[src/rtl/fetch_pkg.sv]
// Shared types for the instruction-fetch stage: FSM states and the {pc, instr}
// entry buffered toward decode.
package fetch_pkg;

    localparam int DataWidth      = 32;
    localparam int InstrBytes     = DataWidth / 8;
    localparam int InstrAlignBits = $clog2(InstrBytes);

    typedef enum logic [1:0] {
        BOOT = 2'd0,
        RUN  = 2'd1,
        HALT = 2'd2
    } fetch_state_t;

    typedef struct packed {
        logic [DataWidth-1:0] pc;
        logic [DataWidth-1:0] instr;
    } fetch_entry_t;

endpackage

[src/rtl/fetch_fifo.sv]
// Small synchronous FIFO of fetched {pc, instr} entries; flush wins over push.
// Storage is reset so the head reads as zero until the first push.
module fetch_fifo
    import fetch_pkg::*;
#(
    parameter int Depth = 2,
    localparam int PtrW = $clog2(Depth),
    localparam int CntW = PtrW + 1
) (
    input  logic             clk,
    input  logic             rst_n,
    input  logic             push,
    input  fetch_entry_t     push_entry,
    input  logic             pop,
    input  logic             flush,
    output fetch_entry_t     head,
    output logic             full,
    output logic             empty,
    output logic [CntW-1:0]  count
);

    fetch_entry_t          mem [Depth];
    logic [PtrW-1:0]       wr_ptr;
    logic [PtrW-1:0]       rd_ptr;
    logic                  push_en;
    logic                  pop_en;

    assign full    = (count == CntW'(Depth));
    assign empty   = (count == '0);
    assign push_en = push && !full;
    assign pop_en  = pop && !empty;
    assign head    = mem[rd_ptr];

    // Pointers are power-of-two wide, so plain increment wraps modulo Depth.
    always_ff @(posedge clk or negedge rst_n) begin
        if (!rst_n) begin
            wr_ptr <= '0;
            rd_ptr <= '0;
            count  <= '0;
            for (int i = 0; i < Depth; i++) begin
                mem[i] <= '0;
            end
        end else if (flush) begin
            wr_ptr <= '0;
            rd_ptr <= '0;
            count  <= '0;
        end else begin
            if (push_en) begin
                mem[wr_ptr] <= push_entry;
                wr_ptr      <= wr_ptr + 1'b1;
            end
            if (pop_en) begin
                rd_ptr <= rd_ptr + 1'b1;
            end
            count <= count + {{(CntW-1){1'b0}}, push_en} - {{(CntW-1){1'b0}}, pop_en};
        end
    end

endmodule

[src/rtl/fetch_unit.sv]
// Instruction-fetch stage: owns the PC, issues requests to instruction memory,
// buffers responses and hands {pc, instr} to decode; redirects flush everything.
module fetch_unit
    import fetch_pkg::*;
#(
    parameter int              Width     = 32,
    parameter logic [Width-1:0] ResetPc  = '0,
    parameter int              FifoDepth = 2
) (
    input  logic             clk,
    input  logic             rst_n,
    input  logic             fetch_enable,
    output logic [Width-1:0] imem_address,
    output logic             imem_valid,
    input  logic [Width-1:0] imem_data,
    input  logic             imem_ready,
    input  logic             imem_done,
    input  logic             redirect_valid,
    input  logic [Width-1:0] redirect_pc,
    output logic             if_valid,
    input  logic             if_ready,
    output logic [Width-1:0] if_instr,
    output logic [Width-1:0] if_pc
);

    localparam int               CntW   = $clog2(FifoDepth) + 1;
    localparam logic [Width-1:0] PcStep = Width'(Width / 8);

    // Handshakes: a transfer happens on a cycle where valid && ready (decode side)
    // or valid && ready && done (memory side); valid never waits on ready.

    fetch_state_t     state;
    fetch_state_t     state_next;
    logic [Width-1:0] pc;
    logic             accept;
    logic             pop;
    fetch_entry_t     push_entry;
    fetch_entry_t     head;
    logic             fifo_full;
    logic             fifo_empty;
    logic [CntW-1:0]  fifo_count;

    always_ff @(posedge clk or negedge rst_n) begin
        if (!rst_n) begin
            state <= BOOT;
        end else begin
            state <= state_next;
        end
    end

    always_comb begin
        state_next = state;
        case (state)
            BOOT:    state_next = RUN;
            RUN:     if (!fetch_enable) state_next = HALT;
            HALT:    if (fetch_enable) state_next = RUN;
            default: state_next = BOOT;
        endcase
    end

    // No look-ahead at a same-cycle pop: a full FIFO bubbles the request once.
    assign imem_valid   = (state == RUN) && (fifo_count < CntW'(FifoDepth)) && !redirect_valid;
    assign imem_address = pc;
    assign accept       = imem_valid && imem_ready && imem_done;

    // A redirect masks imem_valid, so any same-cycle response is dropped as well.
    always_ff @(posedge clk or negedge rst_n) begin
        if (!rst_n) begin
            pc <= ResetPc;
        end else if (redirect_valid) begin
            pc <= {redirect_pc[Width-1:InstrAlignBits], {InstrAlignBits{1'b0}}};
        end else if (accept) begin
            pc <= pc + PcStep;
        end
    end

    assign push_entry = '{pc: pc, instr: imem_data};
    assign if_valid   = !fifo_empty && !redirect_valid;
    assign pop        = if_valid && if_ready;
    assign if_pc      = head.pc;
    assign if_instr   = head.instr;

    fetch_fifo #(
        .Depth (FifoDepth)
    ) u_fifo (
        .clk        (clk),
        .rst_n      (rst_n),
        .push       (accept && !fifo_full),
        .push_entry (push_entry),
        .pop        (pop),
        .flush      (redirect_valid),
        .head       (head),
        .full       (fifo_full),
        .empty      (fifo_empty),
        .count      (fifo_count)
    );

endmodule

[config.mk]
export PLATFORM = sky130hd
export DESIGN_NAME = fetch_unit
export DESIGN_NICKNAME = d
export VERILOG_FILES = /design/src/rtl/fetch_pkg.sv /design/src/rtl/fetch_fifo.sv /design/src/rtl/fetch_unit.sv
export SDC_FILE = /design/constraint.sdc
export NUM_CORES = 1
export LEC_CHECK = 0
export CAP_MARGIN = 20
export CORE_MARGIN = 2
export CORE_UTILIZATION = 55
export CTS_CLUSTER_DIAMETER = 50
export DETAILED_ROUTE_END_ITERATION = 6
export GPL_TIMING_DRIVEN = 0
export PLACE_DENSITY = 0.89
export SYNTH_ARGS = -nofsm -noshare
export SYNTH_HDL_FRONTEND = slang
export SYNTH_HIERARCHICAL = 1
export SYNTH_SLANG_ARGS = --single-unit
[constraint.sdc]
create_clock -name clk -period 4.5 [get_ports clk]
set_clock_uncertainty 0.15 [all_clocks]
set_input_delay 0.9 -clock clk [delete_from_list [all_inputs] [get_ports clk]]
set_output_delay 0.9 -clock clk [all_outputs]
set_load 0.005 [all_outputs]
## Word level (Yosys, flattened, before mapping)

Index checks and enable logic that the tools add are counted.

- $add $sub $neg: 5
- Magnitude comparators: 4
- Equal/unequal tests: 5
- Mux-type cells: 16
- Bitwise gates (word level): 3
- Reductions and logical operators: 20

Operators with widths:

| operator | number |
|---|---|
| two-way mux 64 bit | 4 |
| bitwise mux 128 bit | 1 |
| demux 64 bit (select 1 bit) | 1 |
| two-way mux 32 bit | 2 |
| adder 32 x 3 -> 32 bit, second input constant | 1 |
| logical AND 1 bit | 10 |
| two-way mux 2 bit | 3 |
| one-hot mux 2 bit (3 select lines) | 1 |
| nonzero test 2 bit | 3 |
| == test 2 bit, second input constant | 2 |
| >= comparator 2 bit, second input constant | 2 |
| logical NOT 2 bit | 2 |
| two-way mux 1 bit | 4 |
| != test 2 bit, second input constant | 2 |
| NOT 1 -> 2 bit | 2 |
| AND reduction 2 bit | 2 |
| logical NOT 1 bit | 3 |
| adder 1 bit, second input constant | 2 |
| adder 2 x 1 -> 2 bit | 1 |
| == test 2 x 1 -> 1 bit, second input constant | 1 |
| < comparator 2 x 1 -> 1 bit, second input constant | 1 |
| < comparator 2 bit, second input constant | 1 |
| subtractor 2 x 1 -> 2 bit | 1 |
| NOT 1 bit | 1 |

- Flip-flop bits (word level): 166
- Output and inout port bits: 98
- Logic and storage cells: 62

## Logic depth before layout (Yosys ltp)

- Depth in word-level cells: 10
- Mapped depth: 13
- Mapped depth without buffers: 11

## Cells and area by module

Netlist, hierarchy kept.

By module, submodules not included:

| module | instances | cells each | area each (µm²) | sequential area each (µm²) |
|---|---|---|---|---|
| fetch_fifo | 1 | 365 | 5743.0 | 3303.2 |
| fetch_unit | 1 | 239 | 2070.7 | 800.8 |

## Worst setup path after synthesis

No wires, ideal clock.

- Kind: input to register
- Start: in redirect_valid
- End: reg u_fifo/mem[95] (netlist bit)
- Data arrival time: 3.308 ns
- Required time: 4.225 ns
- Slack: 0.918 ns
- Stages on the path: 10
- Path through: or4b_4 -> clkinv_2 -> nand2_4 -> buf_6 -> buf_2 -> nor2_1 -> inv_1 -> nor4_4 -> buf_6 -> mux2_2

- Word-level cells in the longest chain between the ends: 7
- Elaborated cells on any way between the ends: 8

RTL lines:

| what | line | text |
|---|---|---|
| start: declaration | fetch_unit.sv:18 | `input logic redirect_valid,` |
| logical NOT 1 bit | fetch_unit.sv:62 | `assign imem_valid = (state == RUN) && (fifo_count < CntW'(FifoDepth)) && !redirect_valid;` |
| logical AND 1 bit | fetch_unit.sv:62 |  |
| named net imem_valid | fetch_unit.sv:14 | `output logic imem_valid,` |
| logical AND 1 bit (2 in series) | fetch_unit.sv:64 | `assign accept = imem_valid && imem_ready && imem_done;` |
| logical AND 1 bit | fetch_unit.sv:88 | `.push (accept && !fifo_full),` |
| logical AND 1 bit | fetch_fifo.sv:30 | `assign push_en = push && !full;` |
| AND reduction 2 bit (no source line) | n/a |  |
| end signal: indexed assignment | fetch_fifo.sv:49 | `mem[wr_ptr] <= push_entry;` |
| end: declaration | fetch_fifo.sv:22 | `fetch_entry_t mem [Depth];` |

The timed path passes the listed nets, and every way through them passes these cells.
A chain may end at the register's enable or synchronous reset.

## Worst setup path after layout

- Start: in redirect_valid
- End: reg u_fifo/mem[101] (netlist bit)

- Word-level cells in the longest chain between the ends: 7
- Elaborated cells on any way between the ends: 8

RTL lines:

| what | line |
|---|---|
| logical NOT 1 bit | fetch_unit.sv:62 |
| logical AND 1 bit | fetch_unit.sv:62 |
| logical AND 1 bit (2 in series) | fetch_unit.sv:64 |
| logical AND 1 bit | fetch_unit.sv:88 |
| logical AND 1 bit | fetch_fifo.sv:30 |
| AND reduction 2 bit (no source line) * | n/a |

Every way passes the cells marked *; elsewhere a longest branch is shown, timed or not.

==> reports/qor.yml <==
outcome: "complete, no violations"
cp_cell_sequence: "clkdlybuf4s50_1 -> or4b_4 -> clkinv_2 -> nand2_4 -> buf_6 -> buf_2 -> nor2_1 -> inv_1 -> nor4_4 -> buf_6 -> mux2_2"
cpPeakStageDelay_ns: 0.75
floorplan.die.width_um: 123.2
worst_pin_slew_ns: 0.9880
cellPowerDensity_mw_per_mm2: 500.9
cp.required_ns: 4.67
clk_slew_on_worst_s_h_paths_ns: 0.06
post_synth_simple_gate_area: 0.09319
cts.root.buffer_cell: "sky130_fd_sc_hd__clkbuf_16"
synth_top_family_by_area: "multiplexers"
synth-main-ff-cell: "sky130_fd_sc_hd__dfrtp_1"
final_common_cell: "sky130_fd_sc_hd__mux2_2"
sequential_cell_area_fraction_in_the_yosys_report: 0.5252
core_area_mm2: 0.01388
drtIter0Drc: 542
mux_share_of_post_synthesis_cell_area: 0.2834
grt_pass1_wl_mm: 31.26
total_power_mw: 5.176
cts_setup_buffers: 0
max_freq_ghz: 0.2359
drt-vias-per-instance: 5.922
placed_area_mm2: 0.009728
detailedRoute.firstPassIterationCount: 5
layout_worst_path_cycle_share: 0.9420
max_slew_margin: 0.3364
setup_failing_eps_final: 0
slowest_stage: "sky130_fd_sc_hd__nor4_4"
detail_route.wirelength_mm: 19.95
critPathLaunchType: "primary input"
post_synth_fa_ha_maj_area_fraction: 0.004804
dr_total_vias: 5839
layout_common_cells: "190 x sky130_fd_sc_hd__mux2_2, 164 x sky130_fd_sc_hd__dfrtp_1, 163 x sky130_fd_sc_hd__clkdlybuf4s50_1"
num_cts_buffers: 17
gp_congestion: 0.9003
worstReg2RegStart: "u_fifo/count[1]$_DFF_PN0_"
grt_pass1_vias: 6142
min_path_type: "primary input to async pin"
io_pins: 169
timing.setup.critical_path_class: "primary input to register"
finalInstanceArea_mm2: 0.01033
crit_family: "simple AND/OR/NAND/NOR gates"
final_layout_size_suffix_gt1_frac: 0.3127
cts_tree: "yes"
die_area_mm2: 0.01518
setup.reg_to_reg.worst_slack_ns: 0.96
synth_xor_area_frac: 0.003363
min_period_ns: 4.239
global_route_congestion_overflow_total: 0
area_growth_pct: 32.23
synth_cells: 604
final_hold_viol_count: 0
cts-root-to-sink-buffers: 2
synth-compound-area-share: 0.05749
drv.max_cap_violation_count: 0
worst_setup_path_end_kind: "register"
detail_route.drc_violations: 0
cts_hold_buf: 0
htreeDepth: 4
syn_avg_cell_area_um2: 12.94
yosys_warnings: 6
placement.io_buffers: 164
floorplan.initialDensity: 0.5629
fp_rows: 43
timing.final.max_slew_violations: 0
vdd_drop_max_mv: 0.2627
clk-insertion-delay-late_ns: 0.44
die_h_um: 123.2
post_synth_num_cell_types: 56
detailedPlacementHpwl_mm: 13.88
layout_setup_ws_ns: 0.2608
antenna_found_initial: 0
synth_edf_count: 0
detail_route.wl_per_cell_um: 20.23
cts-resized-gates: 0
arrival_time_worst_endpoint_ns: 4.40
regToRegEndpoint: "u_fifo/mem[101]$_DFFE_PN0P_"
n_antenna_cell: 0
syn-cell-area_mm2: 0.007814
worst_r2r_path_depth: 10
fin_worst_hold_slack_ns: 0.2775
grt_usage: 0.2718
finalNetCount: 867
critical_path.max_fanout: 10
cp_bufs_invs: 6
synth-async-reset-ratio: 1.000
rsz0062_at_grt: "no"
utilization: 0.7444
p_leak_nw: 4.550
antenna_violating_nets_post_route: 0
ys_seq_elements: 164
placement.setup.worst_slack_ns: -0.3056
pin_count_of_the_biggest_net_entering_global_routing: 108
cts.sink_count: 164
crit_path_frequent_cell: "sky130_fd_sc_hd__buf_6"
cell type report:
cell class	count	area (um^2)
Sequential cell	164	4104
Fill cell	888	3548
Multi-Input combinational cell	398	3478
Timing Repair Buffer	165	1670
Clock buffer	22	484.2
Tap cell	180	225.2
Buffer	37	211.5
Clock inverter	10	120.1
Inverter	10	38.79
registers in the layout, summed over array words and instances, names as in the netlist:
name	flops
u_fifo/wr_ptr	1
u_fifo/mem	128
state	2
u_fifo/rd_ptr	1
imem_address	30
u_fifo/count	2
worst max path at each step:
stage / from / endpoint / slack, ns / cells past startpoint
2_1_floorplan: redirect_valid / u_fifo/mem[95]$_DFFE_PN0P_ / 0.92 / 10
3_3_place_gp: rst_n / u_fifo/mem[118]$_DFFE_PN0P_ / -3.86 / 1
3_5_place_dp: redirect_valid / u_fifo/mem[105]$_DFFE_PN0P_ / -0.31 / 11
4_1_cts: redirect_valid / u_fifo/mem[101]$_DFFE_PN0P_ / 0.15 / 11
5_1_grt: redirect_valid / u_fifo/mem[115]$_DFFE_PN0P_ / 0.12 / 11
6_report: redirect_valid / u_fifo/mem[101]$_DFFE_PN0P_ / 0.26 / 11
Yosys cell counts (2+ instances only):
| cell type | number | area, um^2 |
|---|---|---|
| sky130_fd_sc_hd__mux2_2 | 190 | 2140 |
| sky130_fd_sc_hd__nand4_1 | 9 | 56.30 |
| sky130_fd_sc_hd__and4_1 | 5 | 43.79 |
| sky130_fd_sc_hd__and3_1 | 3 | 18.77 |
| sky130_fd_sc_hd__nor2_1 | 11 | 41.29 |
| sky130_fd_sc_hd__dfrtp_1 | 164 | 4104 |
| sky130_fd_sc_hd__a21o_1 | 2 | 15.01 |
| sky130_fd_sc_hd__or4_1 | 9 | 67.56 |
| sky130_fd_sc_hd__or2_2 | 2 | 12.51 |
| sky130_fd_sc_hd__buf_2 | 10 | 50.05 |
| sky130_fd_sc_hd__nand3_1 | 21 | 105.1 |
| sky130_fd_sc_hd__buf_4 | 2 | 15.01 |
| sky130_fd_sc_hd__nand2_1 | 34 | 127.6 |
| sky130_fd_sc_hd__or3_1 | 3 | 18.77 |
| sky130_fd_sc_hd__a22oi_1 | 5 | 37.54 |
| sky130_fd_sc_hd__inv_1 | 9 | 33.78 |
| sky130_fd_sc_hd__o311ai_0 | 10 | 87.58 |
| sky130_fd_sc_hd__and2_1 | 7 | 43.79 |
| sky130_fd_sc_hd__a221o_1 | 5 | 50.05 |
| sky130_fd_sc_hd__a211o_1 | 2 | 17.52 |
| sky130_fd_sc_hd__nor3_1 | 8 | 40.04 |
| sky130_fd_sc_hd__nor4_1 | 5 | 31.28 |
| sky130_fd_sc_hd__ha_1 | 3 | 37.54 |
| sky130_fd_sc_hd__a21oi_1 | 2 | 10.01 |
| sky130_fd_sc_hd__clkbuf_1 | 17 | 63.81 |
| sky130_fd_sc_hd__o211ai_1 | 9 | 67.56 |
| sky130_fd_sc_hd__o21ai_0 | 12 | 60.06 |
| sky130_fd_sc_hd__a31oi_1 | 3 | 18.77 |
| sky130_fd_sc_hd__xnor2_1 | 2 | 17.52 |
| sky130_fd_sc_hd__mux2i_1 | 3 | 30.03 |
| sky130_fd_sc_hd__mux2_1 | 4 | 45.04 |
| sky130_fd_sc_hd__o311ai_1 | 3 | 26.28 |
| sky130_fd_sc_hd__buf_6 | 7 | 78.83 |
kinds of logic (layout without fill, tap and decap cells):
kind of cell,after synthesis,count (layout)
compound gates,60,60
xor+xnor,3,3
fa+ha+maj,3,3
buf+inv,47,244
flops,164,164
mux,197,197
other cells,1,6
simple gates,129,129
report_power, final:
part	total, mW	leakage [nW]	switching, mW	internal (mW)
Combinational	1.59	2.13	0.506	1.08
Clock	1.47	0.293	0.594	0.879
Sequential	2.12	2.13	0.263	1.85
metal layers:
layer	share of wire	vias to the layer above	global-route usage
li1	-	2611	-
met4	0.026	0	0.1193
met3	0.092	48	0.07518
met2	0.48	289	0.4402
met5	0	-	0
met1	0.40	2891	0.3421
metrics by stage:
stage | std cells | setup TNS [ns]
after floorplan | 609 | 0
after global placement | 953 | -650.67
after detailed placement | 954 | -17.82
after CTS | 986 | 0
after global routing | 986 | 0
final | 986 | 0
Power figures use the tool's default switching activity.
